===== src/rtl/uart_char_rx_if.sv =====
// Signal bundle between the UART character receiver and its consumer.
// rx_done / frame_err are single-cycle strobes with no back-pressure (no ready);
// curr_char carries data only while rx_done=1 and is 8'h00 in every other cycle.
interface uart_char_rx_if;
  logic       rx;
  logic [7:0] curr_char;
  logic       rx_done;
  logic       frame_err;
  logic       busy;
  logic [2:0] dbg_state;

  modport slave (
    input  rx,
    output curr_char,
    output rx_done,
    output frame_err,
    output busy,
    output dbg_state
  );

  modport master (
    output rx,
    input  curr_char,
    input  rx_done,
    input  frame_err,
    input  busy,
    input  dbg_state
  );
endinterface


===== src/rtl/uart_char_rx.sv =====
// 8N1 UART receiver with 16x oversampling; emits each good byte for one clock
// and reports stop-bit framing errors as a one-clock strobe.
module uart_char_rx #(
  parameter int CLK_HZ     = 100000000,
  parameter int BAUD       = 9600,
  parameter int OVERSAMPLE = 16
) (
  input  logic          clk,
  input  logic          rst,
  uart_char_rx_if.slave bus
);

  // DIV must be at least 2 for the tick counter to make sense.
  localparam int DIV   = CLK_HZ / (BAUD * OVERSAMPLE);
  localparam int DIV_W = $clog2(DIV);

  typedef enum logic [2:0] {
    S_IDLE    = 3'd0,
    S_START   = 3'd1,
    S_DATA    = 3'd2,
    S_STOP    = 3'd3,
    S_RECOVER = 3'd4
  } state_t;

  logic             r_rx_meta;
  logic             r_rx_s;
  logic [DIV_W-1:0] r_div_cnt;
  logic             w_tick;

  state_t           r_state;
  logic [3:0]       r_tick_cnt;
  logic [2:0]       r_bit_cnt;
  logic [7:0]       r_shift;
  logic [7:0]       r_char;
  logic             r_done;
  logic             r_err;

  state_t           w_state_nx;
  logic [3:0]       w_tick_nx;
  logic [2:0]       w_bit_nx;
  logic [7:0]       w_shift_nx;
  logic [7:0]       w_char_nx;
  logic             w_done_nx;
  logic             w_err_nx;

  // Synchroniser flops preset high so reset never looks like a start bit.
  always_ff @(posedge clk) begin
    if (!rst) begin
      r_rx_meta <= 1'b1;
      r_rx_s    <= 1'b1;
    end else begin
      r_rx_meta <= bus.rx;
      r_rx_s    <= r_rx_meta;
    end
  end

  assign w_tick = (r_div_cnt == DIV_W'(DIV - 1));

  always_ff @(posedge clk) begin
    if (!rst) begin
      r_div_cnt <= '0;
    end else if (w_tick) begin
      r_div_cnt <= '0;
    end else begin
      r_div_cnt <= r_div_cnt + 1'b1;
    end
  end

  always_ff @(posedge clk) begin
    if (!rst) begin
      r_state    <= S_IDLE;
      r_tick_cnt <= 4'd0;
      r_bit_cnt  <= 3'd0;
      r_shift    <= 8'h00;
      r_char     <= 8'h00;
      r_done     <= 1'b0;
      r_err      <= 1'b0;
    end else begin
      r_state    <= w_state_nx;
      r_tick_cnt <= w_tick_nx;
      r_bit_cnt  <= w_bit_nx;
      r_shift    <= w_shift_nx;
      r_char     <= w_char_nx;
      r_done     <= w_done_nx;
      r_err      <= w_err_nx;
    end
  end

  always_comb begin
    w_state_nx = r_state;
    w_tick_nx  = r_tick_cnt;
    w_bit_nx   = r_bit_cnt;
    w_shift_nx = r_shift;
    w_char_nx  = 8'h00;
    w_done_nx  = 1'b0;
    w_err_nx   = 1'b0;
    case (r_state)
      S_IDLE: begin
        if (!r_rx_s) begin
          w_state_nx = S_START;
          w_tick_nx  = 4'd0;
        end
      end
      S_START: begin
        if (w_tick) begin
          if (r_tick_cnt == 4'd7) begin
            if (!r_rx_s) begin
              w_state_nx = S_DATA;
              w_tick_nx  = 4'd0;
              w_bit_nx   = 3'd0;
            end else begin
              w_state_nx = S_IDLE;
            end
          end else begin
            w_tick_nx = r_tick_cnt + 4'd1;
          end
        end
      end
      S_DATA: begin
        // Sampling on the 15->0 wrap keeps every sample mid-bit after the start alignment.
        if (w_tick) begin
          w_tick_nx = r_tick_cnt + 4'd1;
          if (r_tick_cnt == 4'd15) begin
            w_shift_nx[r_bit_cnt] = r_rx_s;
            if (r_bit_cnt == 3'd7) begin
              w_state_nx = S_STOP;
            end else begin
              w_bit_nx = r_bit_cnt + 3'd1;
            end
          end
        end
      end
      S_STOP: begin
        if (w_tick) begin
          w_tick_nx = r_tick_cnt + 4'd1;
          if (r_tick_cnt == 4'd15) begin
            if (r_rx_s) begin
              w_done_nx  = 1'b1;
              w_char_nx  = r_shift;
              w_state_nx = S_IDLE;
            end else begin
              w_err_nx   = 1'b1;
              w_state_nx = S_RECOVER;
            end
          end
        end
      end
      S_RECOVER: begin
        if (r_rx_s) begin
          w_state_nx = S_IDLE;
        end
      end
      default: begin
        w_state_nx = S_IDLE;
      end
    endcase
  end

  assign bus.curr_char = r_char;
  assign bus.rx_done   = r_done;
  assign bus.frame_err = r_err;
  assign bus.busy      = (r_state != S_IDLE);
  assign bus.dbg_state = r_state;

endmodule

===== src/flat_wrapper.sv =====
// flat-port wrapper written by rule: the top's interface ports become plain ports
module uart_char_rx_flat 
#(
  parameter int CLK_HZ     = 100000000,
  parameter int BAUD       = 9600,
  parameter int OVERSAMPLE = 16
)
  (clk, rst, bus_rx, bus_curr_char, bus_rx_done, bus_frame_err, bus_busy, bus_dbg_state);
  uart_char_rx_if bus_i ();
  input  logic clk;
  input  logic rst;
  input wire logic [$bits(bus_i.rx)-1:0] bus_rx;
  output wire logic [$bits(bus_i.curr_char)-1:0] bus_curr_char;
  output wire logic [$bits(bus_i.rx_done)-1:0] bus_rx_done;
  output wire logic [$bits(bus_i.frame_err)-1:0] bus_frame_err;
  output wire logic [$bits(bus_i.busy)-1:0] bus_busy;
  output wire logic [$bits(bus_i.dbg_state)-1:0] bus_dbg_state;
  assign bus_i.rx = bus_rx;
  assign bus_curr_char = bus_i.curr_char;
  assign bus_rx_done = bus_i.rx_done;
  assign bus_frame_err = bus_i.frame_err;
  assign bus_busy = bus_i.busy;
  assign bus_dbg_state = bus_i.dbg_state;
  uart_char_rx #(.CLK_HZ(CLK_HZ), .BAUD(BAUD), .OVERSAMPLE(OVERSAMPLE)) u_core (.clk(clk), .rst(rst), .bus(bus_i));
endmodule

===== config.mk =====
export PLATFORM = sky130hd
export DESIGN_NAME = uart_char_rx_flat
export DESIGN_NICKNAME = d
export VERILOG_FILES = /design/src/rtl/uart_char_rx_if.sv /design/src/rtl/uart_char_rx.sv /design/src/flat_wrapper.sv
export SDC_FILE = /design/constraint.sdc
export NUM_CORES = 1
export LEC_CHECK = 0
export BUFFER_PORTS_ARGS = -buffer_cell sky130_fd_sc_hd__buf_2
export CAP_MARGIN = 10
export CORE_UTILIZATION = 38
export DETAILED_ROUTE_END_ITERATION = 7
export GPL_TIMING_DRIVEN = 1
export PLACE_DENSITY = 0.6
export SLEW_MARGIN = 15
export SYNTH_ARGS = -nofsm -noshare
export SYNTH_HDL_FRONTEND = slang
export SYNTH_SLANG_ARGS = --single-unit

===== constraint.sdc =====
create_clock -name clk -period 2.2 [get_ports clk]
set_input_delay 0.44 -clock clk [delete_from_list [all_inputs] [get_ports clk]]
set_output_delay 0.44 -clock clk [all_outputs]
set_load 0.01 [all_outputs]

Word-level counts from Yosys, hierarchy flattened. Cells that the tools add are included.

Output and inout bits: 14. Flip-flop bits (word level): 40. Logic and storage cells: 78. Bits of input ports: 3.

Bitwise gates (word level): 1. Add/subtract/negate cells: 3. Reductions and logical operators: 13. $lt $le $gt $ge: 2. Mux-type cells: 29. Equality and inequality tests: 20.

Operators with widths (count): 2-to-1 mux 3 bit (16); inequality test 2 x 1 -> 1 bit (second input constant) (9); 2-to-1 mux 4 bit (4); case mux 3 bit (5 select lines) (1); case mux 4 bit (3 select lines) (1); adder 10 x 1 -> 10 bit (second input constant) (1); == test 10 bit (second input constant) (1); AND reduction 9 bit (1); bitwise mux 8 bit (1); AND reduction 7 bit (1); == test 3 x 2 -> 1 bit (second input constant) (2); == test 3 bit (second input constant) (2); inequality test 2 bit (second input constant) (3); case mux 3 bit (2 select lines) (1); AND reduction 3 bit (2); nonzero test 3 bit (2); AND reduction 5 bit (1); adder 4 x 1 -> 4 bit (second input constant) (1); == test 4 x 3 -> 1 bit (second input constant) (1); == test 4 bit (second input constant) (1); less-than comparator 3 x 4 -> 1 bit (second input constant) (1); AND reduction 4 bit (1); OR reduction 2 bit (2); adder 3 x 1 -> 3 bit (second input constant) (1); other kinds (9) (11).

Depth between registers and ports, before layout. Gate-level depths: netlist (run 1).

Depth after elaboration: 5. Depth in mapped cells: 7. Depth with buffers taken out: 7.

Worst setup path before layout (run 1). OpenSTA, ideal clock, no wires.

Path type: register to register. From: register u_core.r_div_cnt[5]. To: register u_core.r_shift[2]. Clock period less this slack: 1.940 ns. Arrival: 1.868 ns. Library setup time: 0.073 ns. Cell stages (with the launch flop): 6. Setup slack: 0.260 ns. Path buffers: 0. Required time: 2.127 ns. Cell sequence: dfxtp_1 -> or4b_4 -> nor4_4 -> nand3b_1 -> nor3b_1 -> mux2i_1.

Longest elaborated chain between the ends: 2.

Ends and longest elaborated chain: start: declaration (RTL line uart_char_rx.sv:27) `logic [DIV_W-1:0] r_div_cnt;`; start signal: assignment (RTL line uart_char_rx.sv:65) `r_div_cnt <= r_div_cnt + 1'b1;`; == test 10 bit (RTL line uart_char_rx.sv:57) `assign w_tick = (r_div_cnt == DIV_W'(DIV - 1));`; AND reduction 3 bit (no source line); end signal: assignment (RTL line uart_char_rx.sv:82) `r_shift <= w_shift_nx;`; end: declaration (RTL line uart_char_rx.sv:33) `logic [7:0] r_shift;`.

Every way passes these cells. A chain may end at the register's enable or synchronous reset.

Final worst setup path (run 1).
From: register u_core.r_div_cnt[5]. To: register u_core.r_shift[1].

The elaborated chain is that of the path after synthesis.

==> flow_results.xml, run 1 <==
<?xml version="1.0" encoding="UTF-8"?>
<metrics>
  <group name="status">
    <metric name="run_status" unit="">complete, but fails checks</metric>
    <metric name="failing_checks" unit="">DRC</metric>
  </group>
  <group name="timing">
    <metric name="slew_headroom" unit="%">72.7</metric>
    <metric name="postLayoutSetupSlackWorst" unit="ps">176</metric>
    <metric name="setup-violations-final" unit="">0</metric>
    <metric name="rsz0062_at_grt" unit="">no</metric>
    <metric name="fmaxAchievable" unit="GHz">0.494</metric>
    <metric name="whs" unit="ps">333</metric>
    <metric name="fin_crit" unit="ps">2020</metric>
    <metric name="clock-skew-final" unit="ps">8.11</metric>
    <metric name="post-route-period-util" unit="%">92.0</metric>
    <metric name="finalMaxSlewViolations" unit="">0</metric>
    <metric name="tns" unit="ps">0</metric>
    <metric name="hold_violations" unit="">0</metric>
    <metric name="tightestPinTransition" unit="ps">408</metric>
  </group>
  <group name="drt">
    <metric name="routed_via_density" unit="">5.00</metric>
    <metric name="drt_wl_total" unit="um">3100</metric>
    <metric name="drt.antenna.violating_nets" unit="">0</metric>
    <metric name="route.detailed.wl_per_inst" unit="um">11.7</metric>
    <metric name="routed_via_count" unit="">1330</metric>
    <metric name="drc" unit="">2</metric>
    <metric name="number_of_drc_markers_after_the_initial_detailed_route_iteration" unit="">98</metric>
    <metric name="drt_pass1_iterations" unit="">6</metric>
  </group>
  <group name="layout">
    <metric name="final_nets" unit="">221</metric>
    <metric name="drive_gt1_share" unit="%">16.8</metric>
    <metric name="multiInputGateArea" unit="um^2">941</metric>
    <metric name="regArea" unit="um^2">801</metric>
    <metric name="diodes" unit="">0</metric>
    <metric name="syn2layout_area_growth" unit="%">14.2</metric>
    <metric name="fillers" unit="">438</metric>
  </group>
  <group name="pwr">
    <metric name="power.density_cell_area" unit="nW/um^2">750</metric>
    <metric name="ir_drop" unit="mV">0.325</metric>
    <metric name="total_leakage_power" unit="nW">0.817</metric>
    <metric name="total_power" unit="mW">1.54</metric>
  </group>
  <group name="yosys">
    <metric name="synth.cell_area" unit="um^2">1790</metric>
    <metric name="fraction_of_synthesized_cell_area_taken_by_the_top_area_cell_type" unit="%">44.6</metric>
    <metric name="yosys.cell_types.count" unit="">46</metric>
    <metric name="number_of_flops_mapped_to_enable_cells_by_yosys" unit="">0</metric>
    <metric name="ys_ff_latch" unit="">40</metric>
    <metric name="top_cells_by_area_in_the_synthesized_netlist" unit="">sky130_fd_sc_hd__dfxtp_1, sky130_fd_sc_hd__mux2i_1, sky130_fd_sc_hd__nand2_1</metric>
    <metric name="yosys_most_used_dff" unit="">sky130_fd_sc_hd__dfxtp_1</metric>
    <metric name="postSynthNetCount" unit="">202</metric>
    <metric name="synth_async_sr_flop_share" unit="%">0</metric>
    <metric name="syn-instance-count" unit="">194</metric>
    <metric name="synthMostInstantiatedCell" unit="">sky130_fd_sc_hd__dfxtp_1</metric>
    <metric name="synth.yosys.warnings" unit="">0</metric>
    <metric name="synth_common_cells" unit="">sky130_fd_sc_hd__dfxtp_1, sky130_fd_sc_hd__nand2_1, sky130_fd_sc_hd__nor2_1</metric>
    <metric name="synth_top_cell_by_area" unit="">sky130_fd_sc_hd__dfxtp_1</metric>
    <metric name="synth.avg_cell_area" unit="um^2">9.25</metric>
    <metric name="seq_area_frac_synth" unit="%">44.6</metric>
  </group>
  <group name="clock_network">
    <metric name="insertion_delay" unit="ps">290</metric>
    <metric name="root_buffer" unit="">sky130_fd_sc_hd__clkbuf_8</metric>
    <metric name="postCtsSetupRepairBufs" unit="">0</metric>
    <metric name="cts.path.max_buffers" unit="">2</metric>
    <metric name="tritoncts" unit="">built</metric>
    <metric name="ctsResizeCount" unit="">0</metric>
    <metric name="cts_buffers" unit="">5</metric>
    <metric name="reg_clk_slew_reported_paths" unit="ps">90</metric>
    <metric name="clock-sinks" unit="">40</metric>
    <metric name="post_cts_hold_fix_bufs" unit="">0</metric>
    <metric name="htree_levels" unit="">2</metric>
  </group>
  <group name="floorplanning">
    <metric name="floorplan.initialDensity" unit="%">40.4</metric>
    <metric name="placeableCoreArea" unit="um^2">4440</metric>
    <metric name="design.die.area" unit="um^2">5000</metric>
    <metric name="num_rows" unit="">24</metric>
    <metric name="dieWidth" unit="um">70.7</metric>
    <metric name="fp.dieH" unit="um">70.7</metric>
    <metric name="io_pins" unit="">17</metric>
  </group>
  <group name="flow_run">
    <metric name="max_cap_viol_count" unit="">0</metric>
  </group>
  <group name="global_route">
    <metric name="grt_overflow" unit="">0</metric>
    <metric name="overall_fraction_of_global_route_tracks_in_use" unit="%">14.6</metric>
    <metric name="grt_max_degree" unit="">17</metric>
    <metric name="initial_antenna_violation_count" unit="">0</metric>
    <metric name="grt_pass1_wl" unit="um">5750</metric>
    <metric name="grt_pass1_vias" unit="">1272</metric>
  </group>
  <group name="worst_setup_path">
    <metric name="timing.setup.critical_path_class" unit="">reg2reg</metric>
    <metric name="critical_path.startpoint_type" unit="">flip-flop</metric>
    <metric name="timing.critical_path.required" unit="ps">2430</metric>
    <metric name="worst_setup_path_end_kind" unit="">flip-flop</metric>
    <metric name="cp.arrival" unit="ps">2250</metric>
    <metric name="crit_fanout" unit="">6</metric>
    <metric name="critical_path.cell_chain" unit="">or4b_4 &gt; nor4_4 &gt; nand3b_1 &gt; nor3b_1 &gt; mux2i_1</metric>
    <metric name="critical-path-slowest-cell" unit="">sky130_fd_sc_hd__or4b_4</metric>
    <metric name="slowest_cell_delay_on_critical_path" unit="ps">590</metric>
  </group>
  <group name="placement">
    <metric name="io_buffers" unit="">16</metric>
    <metric name="detailed_place_hpwl" unit="um">2180</metric>
    <metric name="pre_cts_ws" unit="ps">188</metric>
    <metric name="routabilityCongestion" unit="">0.787</metric>
  </group>
  <group name="hold_path">
    <metric name="hold_crit_path_type" unit="">in2reg</metric>
  </group>
</metrics>
==> through the flow <==
step | std cells | utilization [%] | instance area (um^2)
after global placement | 258 | 43.9 | 1950
after CTS | 266 | 46.1 | 2050
after detailed placement | 258 | 43.9 | 1950
final | 266 | 46.1 | 2050
after floorplan | 194 | - | 1790
after global routing | 266 | 46.1 | 2050
==> power breakdown <==
part	internal, mW	switching (mW)	total, mW
sequential	0.740	0.0304	0.770
clock	0.254	0.270	0.524
combinational	0.104	0.138	0.242
total	1.10	0.438	1.54
==> final cells by class <==
cell class / instances / area share [%]
multi-input combinational: 140 / 45.9
sequential: 40 / 39.1
timing repair buffer: 23 / 6.48
clock buffer: 6 / 4.03
tap: 52 / 3.18
clock inverter: 2 / 0.733
inverter: 3 / 0.550
==> kinds of logic (layout without fill, tap and decap cells) <==
kind of cell             after synthesis  in the layout  share of synthesized area (%)
AO/OA/AOI/OAI                         26             26                           10.1
AND/OR/NAND/NOR                       92             92                           30.0
adder cells (fa/ha/maj)                5              5                           3.49
XOR/XNOR                               9              9                           4.39
flip-flops                            40             40                           44.6
buffers and inverters                 14             34                           2.93
multiplexers                           8              8                           4.46
==> layer usage <==
layer | wire length (um) | track usage, % | vias up | part of all wire, %
met5 | 0 | 0 | - | 0
met4 | 54 | 6.00 | 0 | 1.7
met3 | 105 | 4.70 | 6 | 3.4
met2 | 1310 | 22.4 | 15 | 42
met1 | 1640 | 19.0 | 601 | 53
li1 | - | - | 708 | -
==> final timing paths <==
kind                                                startpoint                             end  cells past startpoint  slack [ps]
worst min register to register     u_core.r_rx_meta$_SDFF_PN1_        u_core.r_rx_s$_SDFF_PN1_                      1         420
worst max-delay path            u_core.r_div_cnt[5]$_SDFF_PP0_  u_core.r_shift[1]$_SDFFE_PN0P_                      5         180
worst max register to register  u_core.r_div_cnt[5]$_SDFF_PP0_  u_core.r_shift[1]$_SDFFE_PN0P_                      5         180
worst min-delay path                                    bus_rx     u_core.r_rx_meta$_SDFF_PN1_                      2         330
==> state kept, by name, summed over array words and instances (netlist names) <==
name / cells
u_core.r_rx_s: 1
u_core.r_rx_meta: 1
u_core.r_shift: 8
u_core.bus.frame_err: 1
u_core.r_bit_cnt: 3
u_core.bus.dbg_state: 3
u_core.r_div_cnt: 10
u_core.bus.curr_char: 8
u_core.bus.rx_done: 1
u_core.r_tick_cnt: 4
==> worst max-delay path, delay by kind of cell (launching register included) <==
family	cells	cell delay, ps
muxes	1	210
DFF	1	340
and+or+nand+nor	4	1420
==> placed cells by master (no fill, tap or decap), types with 4 or more instances in the layout <==
| cell | netlist | routed |
|---|---|---|
| sky130_fd_sc_hd__clkbuf_8 | 0 | 6 |
| sky130_fd_sc_hd__dfxtp_1 | 40 | 40 |
| sky130_fd_sc_hd__xnor2_1 | 6 | 6 |
| sky130_fd_sc_hd__buf_2 | 0 | 16 |
| sky130_fd_sc_hd__nand2_1 | 20 | 20 |
| sky130_fd_sc_hd__and3_1 | 5 | 5 |
| sky130_fd_sc_hd__and2_1 | 9 | 9 |
| sky130_fd_sc_hd__mux2i_1 | 8 | 8 |
| sky130_fd_sc_hd__a21boi_1 | 4 | 4 |
| sky130_fd_sc_hd__nand2b_1 | 6 | 6 |
| sky130_fd_sc_hd__nand3_1 | 7 | 7 |
| sky130_fd_sc_hd__nand3b_1 | 6 | 6 |
| sky130_fd_sc_hd__ha_1 | 5 | 5 |
| sky130_fd_sc_hd__buf_4 | 0 | 7 |
| sky130_fd_sc_hd__nor2_1 | 19 | 19 |
Power figures use the tool's default switching activity.
==> inputs of run 2 (changes only) <==
Settings changed: TNS_END_PERCENT set to 10.
Clock period 2.2 ns to 2 ns, I/O delays scaled along.
==> run 2 against run 1 <==
Cell count rose by 2.6%. Flip-flop and latch count did not move. Worst hold slack got worse by 35 ps. Highest routed layer unchanged. First-iteration DRC count fell by 46%. Clock power rose by 29%. Worst setup slack got worse by 55 ps. Combinational power rose by 11%. The flow still finishes with violations (DRC). Register-to-register slack got worse by 50 ps. Wire length rose by 5.0%. Die area did not move. Cell area rose by 4.3%.
==> flow_results.xml, run 2 (synthesis gave the netlist of run 1 again) <==
<?xml version="1.0" encoding="UTF-8"?>
<metrics>
  <group name="status">
    <metric name="run_status" unit="">complete, but fails checks</metric>
    <metric name="failing_checks" unit="">DRC</metric>
  </group>
  <group name="drt">
    <metric name="routed_via_count" unit="">1366</metric>
    <metric name="drt_wl_total" unit="um">3260</metric>
    <metric name="route.detailed.wl_per_inst" unit="um">11.9</metric>
    <metric name="drt.antenna.violating_nets" unit="">0</metric>
    <metric name="routed_via_density" unit="">5.00</metric>
    <metric name="number_of_drc_markers_after_the_initial_detailed_route_iteration" unit="">53</metric>
    <metric name="drc" unit="">2</metric>
    <metric name="drt_pass1_iterations" unit="">6</metric>
  </group>
  <group name="floorplanning">
    <metric name="floorplan.initialDensity" unit="%">40.4</metric>
    <metric name="design.die.area" unit="um^2">5000</metric>
    <metric name="dieWidth" unit="um">70.7</metric>
    <metric name="fp.dieH" unit="um">70.7</metric>
    <metric name="num_rows" unit="">24</metric>
    <metric name="placeableCoreArea" unit="um^2">4440</metric>
    <metric name="io_pins" unit="">17</metric>
  </group>
  <group name="pwr">
    <metric name="ir_drop" unit="mV">0.330</metric>
    <metric name="total_power" unit="mW">1.80</metric>
    <metric name="power.density_cell_area" unit="nW/um^2">840</metric>
    <metric name="total_leakage_power" unit="nW">0.868</metric>
  </group>
  <group name="timing">
    <metric name="clock-skew-final" unit="ps">12.3</metric>
    <metric name="tns" unit="ps">0</metric>
    <metric name="setup-violations-final" unit="">0</metric>
    <metric name="rsz0062_at_grt" unit="">yes</metric>
    <metric name="fin_crit" unit="ps">1880</metric>
    <metric name="whs" unit="ps">298</metric>
    <metric name="finalMaxSlewViolations" unit="">0</metric>
    <metric name="post-route-period-util" unit="%">94.0</metric>
    <metric name="hold_violations" unit="">0</metric>
    <metric name="tightestPinTransition" unit="ps">390</metric>
    <metric name="fmaxAchievable" unit="GHz">0.532</metric>
    <metric name="slew_headroom" unit="%">74.0</metric>
  </group>
  <group name="clock_network">
    <metric name="htree_levels" unit="">2</metric>
    <metric name="tritoncts" unit="">built</metric>
    <metric name="root_buffer" unit="">sky130_fd_sc_hd__clkbuf_8</metric>
    <metric name="cts.path.max_buffers" unit="">2</metric>
    <metric name="reg_clk_slew_reported_paths" unit="ps">80</metric>
    <metric name="clock-sinks" unit="">40</metric>
    <metric name="insertion_delay" unit="ps">300</metric>
    <metric name="cts_buffers" unit="">5</metric>
    <metric name="post_cts_hold_fix_bufs" unit="">0</metric>
  </group>
  <group name="worst_setup_path">
    <metric name="critical_path.cell_chain" unit="">or4b_4 &gt; nor3_4 &gt; nand4b_4 &gt; or4_1 &gt; a21boi_1</metric>
    <metric name="critical_path.startpoint_type" unit="">flip-flop</metric>
    <metric name="critical-path-slowest-cell" unit="">sky130_fd_sc_hd__or4b_4</metric>
    <metric name="worst_setup_path_end_kind" unit="">flip-flop</metric>
    <metric name="cp.arrival" unit="ps">2120</metric>
    <metric name="critPathBufInv" unit="">0</metric>
    <metric name="timing.critical_path.required" unit="ps">2240</metric>
    <metric name="crit_fanout" unit="">3</metric>
    <metric name="slowest_cell_delay_on_critical_path" unit="ps">580</metric>
    <metric name="cp_top_family" unit="">simple AND/OR/NAND/NOR gates</metric>
    <metric name="timing.setup.critical_path_class" unit="">reg2reg</metric>
  </group>
  <group name="placement">
    <metric name="detailed_place_hpwl" unit="um">2310</metric>
    <metric name="io_buffers" unit="">16</metric>
    <metric name="routabilityCongestion" unit="">0.771</metric>
  </group>
  <group name="global_route">
    <metric name="initial_antenna_violation_count" unit="">0</metric>
    <metric name="grt_pass1_wl" unit="um">5580</metric>
    <metric name="grt_pass1_vias" unit="">1213</metric>
    <metric name="overall_fraction_of_global_route_tracks_in_use" unit="%">14.4</metric>
    <metric name="grt_overflow" unit="">0</metric>
    <metric name="grt_max_degree" unit="">16</metric>
  </group>
  <group name="flow_run">
    <metric name="max_cap_viol_count" unit="">0</metric>
  </group>
  <group name="layout">
    <metric name="syn2layout_area_growth" unit="%">19.1</metric>
    <metric name="mostFrequentLayoutCell" unit="">sky130_fd_sc_hd__dfxtp_1</metric>
    <metric name="largest_register_ff_count" unit="">10</metric>
    <metric name="largest-register" unit="">u_core.r_div_cnt</metric>
    <metric name="regArea" unit="um^2">803</metric>
    <metric name="final_nets" unit="">228</metric>
    <metric name="fillers" unit="">439</metric>
    <metric name="fin_util" unit="%">48.1</metric>
    <metric name="diodes" unit="">0</metric>
    <metric name="drive_gt1_share" unit="%">21.7</metric>
    <metric name="most-common-layout-cells" unit="">sky130_fd_sc_hd__dfxtp_1, sky130_fd_sc_hd__nand2_1, sky130_fd_sc_hd__nor2_1, sky130_fd_sc_hd__buf_2, sky130_fd_sc_hd__buf_4</metric>
    <metric name="multiInputGateArea" unit="um^2">956</metric>
  </group>
  <group name="hold_path">
    <metric name="hold_crit_path_type" unit="">in2reg</metric>
  </group>
</metrics>
==> run 2: routing by layer <==
| metal | vias up | wire length [um] | share of wire [%] | global-route usage [%] |
|---|---|---|---|---|
| met5 | - | 0 | 0 | 0 |
| met4 | 0 | 68 | 2.1 | 7.33 |
| met3 | 7 | 124 | 3.8 | 4.70 |
| met2 | 19 | 1390 | 43 | 21.0 |
| met1 | 616 | 1680 | 51 | 19.0 |
| li1 | 724 | - | - | - |
==> run 2: layout make-up <==
class	instances	share of cell area [%]
Timing Repair Buffer	30	8.67
Inverter	3	0.527
Multi-Input combinational cell	140	44.7
Clock inverter	3	2.22
Tap cell	52	3.04
Sequential cell	40	37.6
Clock buffer	5	3.22
==> run 2: final timing paths <==
kind                                           end                           start  cells after the start  slack [ps]
hold / removal         u_core.r_rx_meta$_SDFF_PN1_                          bus_rx                      2         300
setup / recovery  u_core.r_bit_cnt[0]$_SDFFE_PN0P_  u_core.r_div_cnt[5]$_SDFF_PP0_                      5         120
setup reg to reg  u_core.r_bit_cnt[0]$_SDFFE_PN0P_  u_core.r_div_cnt[5]$_SDFF_PP0_                      5         120
hold reg to reg           u_core.r_rx_s$_SDFF_PN1_     u_core.r_rx_meta$_SDFF_PN1_                      1         420
==> run 2: worst register-to-register path: cells and delay by family, from the launching register on <==
family | cells | cell delay [ps]
AO/OA/AOI/OAI | 1 | 140
AND/OR/NAND/NOR | 4 | 1370
flip-flops | 1 | 310
==> run 2: timing repair <==
action | in CTS | in global routing
setup endpoints to repair | 0 | 11
resized for setup | 0 | 5
setup buffers | 0 | 1
==> run 2: power by group <==
group	switching, mW	internal [mW]	leakage (nW)	total, mW
Sequential	0.0371	0.815	0.324	0.852
Combinational	0.152	0.116	0.485	0.268
Clock	0.300	0.376	0.0583	0.675
Total	0.489	1.31	0.868	1.80
==> run 2: per-stage QoR <==
step                      instance area, um^2  cells  setup WS (ps)
after detailed placement                 2000    264           42.2
after global placement                   2000    264           76.1
after global routing                     2140    273          -15.7
final                                    2140    273            121
after CTS                                2110    272           35.2
after floorplan                          1790    194           59.7
